===== src/rtl/vnc2_uart_tx.sv =====
// vnc2_uart_tx
//   Byte-oriented 8N1 serial transmitter (LSB first) toward the VNC2 USB host
//   controller. A small circular FIFO absorbs bursty writers. A four-state
//   serializer drains it one frame per 10*BAUD_DIV clocks, with no idle gap
//   between back-to-back frames.
// Ports
//   clk     : system clock, rising edge
//   reset   : asynchronous, active-high; line forced high, FIFO flushed
//   data_i  : byte to transmit
//   wr_i    : single-cycle write strobe (ignored while full_o)
//   full_o  : FIFO holds 2**FIFO_AW bytes
//   empty_o : FIFO holds no bytes
//   busy_o  : serializer is not idle
//   tx_o    : registered serial line, idle high
module vnc2_uart_tx #(
  parameter int BAUD_DIV = 434,
  parameter int FIFO_AW  = 3
) (
  input  logic       clk,
  input  logic       reset,
  input  logic [7:0] data_i,
  input  logic       wr_i,
  output logic       full_o,
  output logic       empty_o,
  output logic       busy_o,
  output logic       tx_o
);

  localparam int             DEPTH      = 1 << FIFO_AW;
  localparam logic [15:0]    BAUD_LAST  = 16'(BAUD_DIV - 1);
  localparam logic [FIFO_AW:0] COUNT_FULL = DEPTH[FIFO_AW:0];

  typedef enum logic [1:0] {S_IDLE, S_START, S_DATA, S_STOP} state_t;

  // FIFO storage and bookkeeping
  logic [7:0]         r_mem [DEPTH];
  logic [FIFO_AW-1:0] r_rd_ptr, r_wr_ptr;
  logic [FIFO_AW:0]   r_count;

  // Serializer
  state_t      r_state, w_state_nxt;
  logic [15:0] r_baud,  w_baud_nxt;
  logic [2:0]  r_bit,   w_bit_nxt;
  logic [7:0]  r_sh,    w_sh_nxt;
  logic        r_tx,    w_tx_nxt;

  logic w_push, w_pop, w_have, w_bit_end;

  assign full_o    = (r_count == COUNT_FULL);
  assign empty_o   = (r_count == '0);
  assign w_have    = !empty_o;
  // A write into a full FIFO is dropped even if a pop frees a slot this cycle.
  assign w_push    = wr_i && !full_o;
  assign w_bit_end = (r_baud == BAUD_LAST);
  assign busy_o    = (r_state != S_IDLE);
  assign tx_o      = r_tx;

  // FIFO data array (no reset needed: contents are only read when count != 0)
  always_ff @(posedge clk) begin
    if (w_push) r_mem[r_wr_ptr] <= data_i;
  end

  always_ff @(posedge clk or posedge reset) begin
    if (reset) begin
      r_rd_ptr <= '0;
      r_wr_ptr <= '0;
      r_count  <= '0;
    end else begin
      if (w_push) r_wr_ptr <= r_wr_ptr + 1'b1;
      if (w_pop)  r_rd_ptr <= r_rd_ptr + 1'b1;
      case ({w_push, w_pop})
        2'b10:   r_count <= r_count + 1'b1;
        2'b01:   r_count <= r_count - 1'b1;
        default: r_count <= r_count;
      endcase
    end
  end

  always_ff @(posedge clk or posedge reset) begin
    if (reset) begin
      r_state <= S_IDLE;
      r_baud  <= '0;
      r_bit   <= '0;
      r_sh    <= '0;
      r_tx    <= 1'b1;
    end else begin
      r_state <= w_state_nxt;
      r_baud  <= w_baud_nxt;
      r_bit   <= w_bit_nxt;
      r_sh    <= w_sh_nxt;
      r_tx    <= w_tx_nxt;
    end
  end

  always_comb begin
    w_state_nxt = r_state;
    w_baud_nxt  = r_baud;
    w_bit_nxt   = r_bit;
    w_sh_nxt    = r_sh;
    w_pop       = 1'b0;
    case (r_state)
      S_IDLE: begin
        if (w_have) begin
          w_pop       = 1'b1;
          w_sh_nxt    = r_mem[r_rd_ptr];
          w_baud_nxt  = '0;
          w_bit_nxt   = '0;
          w_state_nxt = S_START;
        end
      end
      S_START: begin
        if (w_bit_end) begin
          w_baud_nxt  = '0;
          w_state_nxt = S_DATA;
        end else begin
          w_baud_nxt  = r_baud + 16'd1;
        end
      end
      S_DATA: begin
        if (w_bit_end) begin
          w_baud_nxt = '0;
          w_sh_nxt   = {1'b0, r_sh[7:1]};
          w_bit_nxt  = r_bit + 3'd1;
          if (r_bit == 3'd7) w_state_nxt = S_STOP;
        end else begin
          w_baud_nxt = r_baud + 16'd1;
        end
      end
      S_STOP: begin
        if (w_bit_end) begin
          w_baud_nxt = '0;
          // Chain straight into the next start bit when more data is queued.
          if (w_have) begin
            w_pop       = 1'b1;
            w_sh_nxt    = r_mem[r_rd_ptr];
            w_bit_nxt   = '0;
            w_state_nxt = S_START;
          end else begin
            w_state_nxt = S_IDLE;
          end
        end else begin
          w_baud_nxt = r_baud + 16'd1;
        end
      end
      default: w_state_nxt = S_IDLE;
    endcase
  end

  // Line level is derived from the upcoming state so tx_o is a clean flop output.
  always_comb begin
    case (w_state_nxt)
      S_START: w_tx_nxt = 1'b0;
      S_DATA:  w_tx_nxt = w_sh_nxt[0];
      default: w_tx_nxt = 1'b1;
    endcase
  end

endmodule


===== config.mk =====
export PLATFORM = sky130hd
export DESIGN_NAME = vnc2_uart_tx
export DESIGN_NICKNAME = d
export VERILOG_FILES = /design/src/rtl/vnc2_uart_tx.sv
export SDC_FILE = /design/constraint.sdc
export NUM_CORES = 1
export LEC_CHECK = 0
export ABC_CLOCK_PERIOD_IN_PS = 3300
export BUFFER_PORTS_ARGS = -buffer_cell sky130_fd_sc_hd__buf_2
export CAP_MARGIN = 20
export CORE_ASPECT_RATIO = 1.2
export CORE_MARGIN = 2
export CORE_UTILIZATION = 58
export DETAILED_ROUTE_END_ITERATION = 10
export PLACE_DENSITY_LB_ADDON = 0.25
export SLEW_MARGIN = 20
export SYNTH_ARGS = -nofsm -noshare
export SYNTH_HDL_FRONTEND = slang
export SYNTH_SLANG_ARGS = --single-unit

===== constraint.sdc =====
create_clock -name clk -period 3.3 [get_ports clk]
set_input_delay 0.495 -clock clk [delete_from_list [all_inputs] [get_ports clk]]
set_output_delay 0.495 -clock clk [all_outputs]
set_load 0.02 [all_outputs]

Word-level counts from Yosys, hierarchy flattened --
Memories as Yosys holds them, arrays and structs flattened. Index checks and enable logic that the tools add are counted.
Operators by class: equality and inequality tests 13, mux-type cells 25, $add $sub $neg 6, reductions and logical operators 9
Operator list (number):
- 16-bit 2-to-1 mux | 2
- 16-bit case mux with 2 select lines | 1
- 8-bit 2-to-1 mux | 3
- 8-bit case mux with 3 select lines | 1
- 16-bit by 1-bit adder with 16-bit output (second input constant) | 1
- 16-bit by 9-bit == test with 1-bit output (second input constant) | 1
- 2-bit 2-to-1 mux | 5
- 3-bit by 1-bit adder with 3-bit output (second input constant) | 3
- 3-bit 2-to-1 mux | 3
- 3-bit case mux with 3 select lines | 1
- 2-bit == test (second input constant) | 4
- 2-bit case mux with 4 select lines | 1
- 4-bit case mux with 2 select lines | 1
- 2-bit by 1-bit == test with 1-bit output (second input constant) | 3
- 2-bit != test (second input constant) | 3
- 1-bit 2-to-1 mux | 5
- 4-bit by 1-bit adder with 4-bit output (second input constant) | 1
- 4-bit == test (second input constant) | 1
- 4-bit logical NOT | 1
- 1-bit case mux with 2 select lines | 2
- 2-bit nonzero test | 2
- 4-bit by 1-bit subtractor with 4-bit output (second input constant) | 1
- 3-bit == test (second input constant) | 1
- 3-bit AND reduction | 1
- 5 further kinds | 5
Storage, ports and cells: output and inout port bits 4, RAM bits 64, flip-flop bits (word level) 40, input bits 11, memories kept 1, word-level logic and storage cells 63
Memories:
- r_mem | depth 8, bits a word 8, read ports 1, clocked after memory_dff 0, wr ports 1, RTL line 36 | logic [7:0] r_mem [DEPTH];

Logic depth before layout (Yosys ltp) --
word-level depth 6, mapped depth 13, mapped depth without buffers 13

Least setup slack after synthesis --
OpenSTA, ideal clock, no wires.
path type flip-flop to flip-flop, start register r_baud[11], end register r_count[2], path buffers 1, setup slack 378 ps, clock period less this slack 2922 ps, arrival 2797 ps, required time 3175 ps, library setup time 125 ps, cell stages (with the launch flop) 13, path through dfrtp_1 > buf_6 > or4_4 > nor4_2 > a21oi_1 > nor3_2 > ha_1 > xor2_1 > ha_1 > a21oi_1 > xor2_1 > nor2_1 > xor2_1
On the way: longest elaborated chain between the ends 5, elaborated cells on any way between the ends 7, classes of those cells 3 x eq/ne; 3 x mux; 1 x reduce/logical
RTL lines:
- start, declared | RTL line 42 | logic [15:0] r_baud, w_baud_nxt;
- start signal, assigned | RTL line 88 | r_baud <= w_baud_nxt;
- 16-bit by 9-bit == test with 1-bit output (*) | RTL line 54 | assign w_bit_end = (r_baud == BAUD_LAST);
- 1-bit 2-to-1 mux (*) | RTL line 130 | if (w_bit_end) begin
- 1-bit case mux with 2 select lines (*) | RTL line 101 | case (r_state)
- net w_pop | RTL line 47 | logic w_push, w_pop, w_have, w_bit_end;
- 2-bit by 1-bit == test with 1-bit output / 2-bit == test (equally long branches) | RTL line 71 | case ({w_push, w_pop})
- 4-bit case mux with 2 select lines / 2-bit nonzero test (equally long branches)
- end signal, assigned | RTL line 72 | 2'b10: r_count <= r_count + 1'b1;
- end signal, assigned | RTL line 73 | 2'b01: r_count <= r_count - 1'b1;
- end signal, assigned | RTL line 74 | default: r_count <= r_count;
- end, declared | RTL line 38 | logic [FIFO_AW:0] r_count;
The timed path passes the listed nets; every way through them passes the cells marked *. A chain may end at the register's enable or synchronous reset.

Worst setup path after layout --
start register r_baud[2], end register r_count[2]
Same word-level chain as after synthesis.

==> results.py <==
metrics = {
    "synthesis": {
        "postSynthAreaPerCell_sq_um": 13.6,
        "synth-xor-area-share_pct": 2.19,
        "ys_async_sr_fraction_pct": 38.5,
        "synth_nets": 379,
        "yosysTopAreaCell": "edfxtp_1",
        "synth_seq_cells": 104,
        "synth_warnings": 0,
        "ys_seq_area_share_pct": 60.9,
        "synth_top_family_by_area": "simple AND/OR/NAND/NOR gates",
        "synth_area_sq_um": 4800,
        "synthFlopType": "edfxtp_1",
        "synth_adder_area_share_pct": 3.91,
        "synth_top_area_share_pct": 40.0,
        "synthMuxAreaShare_pct": 9.90,
        "syn_inst": 353,
        "synthTopCellsByArea": "edfxtp_1 40%, dfrtp_1 20%, mux4_2 7.5%",
        "synth-simple-area-share_pct": 11.8,
        "synth_edf_count": 64,
        "synth_compound_area_share_pct": 9.33,
        "ys_types": 56,
    },
    "power_and_ir_drop": {
        "leakage_nw": 1.98,
        "pwr-share-clk_pct": 20.9,
        "p_int_mw": 2.52,
        "peakVddDrop_mv": 0.399,
        "power_mw": 3.92,
        "combPwrFrac_pct": 31.0,
        "switchingPower_mw": 1.39,
        "pwr-share-seq_pct": 48.1,
        "power_density_nw_per_um2": 749,
        "swShare_pct": 35.5,
    },
    "global_route": {
        "grt_max_degree": 41,
        "grt_pass1_vias": 2964,
        "grt.total_usage_pct": 21.1,
        "grt_overflow": 0,
        "antenna_found_initial": 0,
        "grt_first_pass_wirelength_um": 14700,
    },
    "clocking": {
        "cts_made_buffers": 9,
        "clk_latency_ns": 0.38,
        "cts_tree": "done",
        "post_cts_buffers": 0,
        "htreeDepth": 3,
        "root_buffer": "clkbuf_8",
        "path_clk_slew_ns": 0.12,
        "cts_num_sinks": 104,
        "hold_buffers": 0,
        "cts_buffer_depth": 2,
    },
    "timing": {
        "worst_pin_slew_ns": 0.857,
        "fin_crit_sh_pct": 91.8,
        "hold_viol": 0,
        "slew_headroom_pct": 42.7,
        "maxSlewViolCount": 0,
        "fin_skew_ns": 0.0192,
        "whs_ns": 0.227,
        "fmax_mhz": 330,
        "period_minus_slack_ns": 3.03,
        "fin_setup_tns_ns": 0,
        "setup_viol": 0,
        "setup_ws_ns": 0.269,
        "rsz0062_at_grt": "false",
    },
    "placed_design": {
        "dp_slack_ns": 0.211,
        "port_buffers": 14,
        "placed_area_sq_um": 5010,
        "post-dp-hpwl_um": 6010,
        "gp_congestion": 0.873,
    },
    "detailed_routing": {
        "drc_errors": 0,
        "antenna_left": 0,
        "wirelength_um": 8620,
        "vias": 2926,
        "vias_per_cell": 6.16,
        "drt_iter0_markers": 168,
        "wl_per_cell_um": 18.1,
        "dr.pass1.iters": 5,
    },
    "floorplan": {
        "start_util_pct": 59.6,
        "dieArea_sq_um": 9030,
        "dieWidth_um": 87.1,
        "rows": 36,
        "die_h_um": 104,
        "core_area_sq_um": 8060,
        "ios": 15,
    },
    "worst_setup_path": {
        "cp-start-kind": "flip-flop",
        "path_cells": "or4_4 -> nor4_2 -> a21oi_1 -> nor3_4 -> ha_1 -> xor2_1 -> ha_1 -> a21oi_1 -> xor2_1 -> nor2_1 -> xor2_1",
        "r2r_slack_ns": 0.27,
        "path_class": "reg -> reg",
        "critPathBufInv": 0,
        "cp-end-kind": "flip-flop",
        "cpMaxStageDelayCell": "or4_4",
        "endpoint": "r_count[2]",
        "worst-path-stages": 11,
        "crit_top_cell": "xor2_1",
        "cpPeakStageDelay_ns": 0.60,
        "cp.arrival_ns": 3.28,
        "reg2reg_depth": 11,
        "worst_r2r_startpoint": "r_baud[2]",
        "rr_endpoint": "r_count[2]",
        "critPathRequiredTime_ns": 3.55,
        "crit_family": "simple AND/OR/NAND/NOR gates",
        "crit_start": "r_baud[2]",
        "path_max_fanout": 7,
    },
    "final_layout": {
        "diodes": 0,
        "postLayoutCellArea_sq_um": 5230,
        "syn_to_final_growth_pct": 8.83,
        "final_common_cell": "edfxtp_1",
        "nets": 401,
        "final_layout_size_suffix_gt1_share_pct": 17.9,
        "layout_common_cells": "64 x edfxtp_1, 39 x dfrtp_1, 32 x nand2_1",
    },
    "worst_hold_path": {
        "holdCritPathClass": "in -> async",
    },
    "job": {
        "cap_violations": 0,
    },
    "status": {
        "status": "complete, no violations",
    },
}
## Yosys cell counts (all sizes together), types with 2 or more instances
cell      n
edfxtp   64
dfrtp    39
nand2    32
nor2     29
o21ai    23
mux4     16
ha       15
inv      11
nor3      9
xor2      9
a211oi    8
nand3     8
clkbuf    7
mux2i     7
nor4      7
a221o     6
a21oi     5
a22o      4
buf       4
mux2      4
nand4     4
nand2b    3
o41ai     3
or4       3
xnor2     3
a21o      2
and2      2
nand4bb   2
nor4b     2
o211ai    2
o31ai     2
or3       2
## worst min-delay path by stage
stage	end	cells past startpoint	slack, ns	start
3_3_place_gp	r_count[3]	1	0.48	r_count[3]
4_1_cts	r_count[0]	3	0.24	reset
3_5_place_dp	r_count[3]	1	0.48	r_count[3]
6_report	r_baud[6]	3	0.23	reset
5_1_grt	r_count[0]	3	0.27	reset
2_1_floorplan	r_count[3]	1	0.46	r_count[3]
## repair_timing
item                                    4_1_cts  5_1_grt
endpoints found under the setup margin        0        2
resized for setup                             0        1
endpoints found under the hold margin         0        0
## routing by layer
metal / GRT usage (%) / vias to the layer above / part of all wire (%)
met5: 0 / - / 0
met4: 6.47 / 0 / 1.7
met3: 3.90 / 13 / 3.4
met2: 35.3 / 63 / 52
met1: 27.6 / 1451 / 43
li1: - / 1399 / -
## sequential cells by signal, summed over array words and instances, names as in the netlist
name,count
r_sh,8
r_rd_ptr,3
r_wr_ptr,3
tx_o,1
r_baud,16
r_state,2
r_mem,64
r_count,4
r_bit,3
## worst register-to-register path, cell delays in order, from the launching register on
cell and delay, ns:
dfrtp_1 0.46, or4_4 0.60, nor4_2 0.27, a21oi_1 0.23, nor3_4 0.25, ha_1 0.29
xor2_1 0.10, ha_1 0.19, a21oi_1 0.16, xor2_1 0.17, nor2_1 0.07, xor2_1 0.14
## cells by family (layout without fill, tap and decap cells)
family                   after synthesis  count (layout)
AO/OA/AOI/OAI                         63              63
XOR/XNOR                              12              12
adder cells (fa/ha/maj)               15              15
buffers and inverters                 23              50
flip-flops                           104             104
multiplexers                          27              27
AND/OR/NAND/NOR                      109             109
## cell type report
class                      count  area (sq um)
sequential                   104          2920
fill                         558          2840
multi-input combinational    226          1800
timing repair buffer          22           130
clock buffer                   9           124
tap                           95           119
clock inverter                 7          88.8
inverter                      12          45.0
## stage by stage
stage / utilization (%) / std cells
floorplan: - / 353
detailed placement: 62.1 / 459
global route: 64.8 / 475
CTS: 64.7 / 475
global placement: 62.1 / 459
finish: 64.8 / 475
## power by group through the flow
stage                     clock (mW)  sequential (mW)  combinational, mW
final                          0.818             1.88               1.22
after global routing           0.884             1.92               1.36
after CTS                      0.831             1.88               1.22
after detailed placement           0             1.91               1.22
after global placement             0             1.89               1.19
after floorplan                    0             1.78               1.02
(Power assumes the default switching activity.)
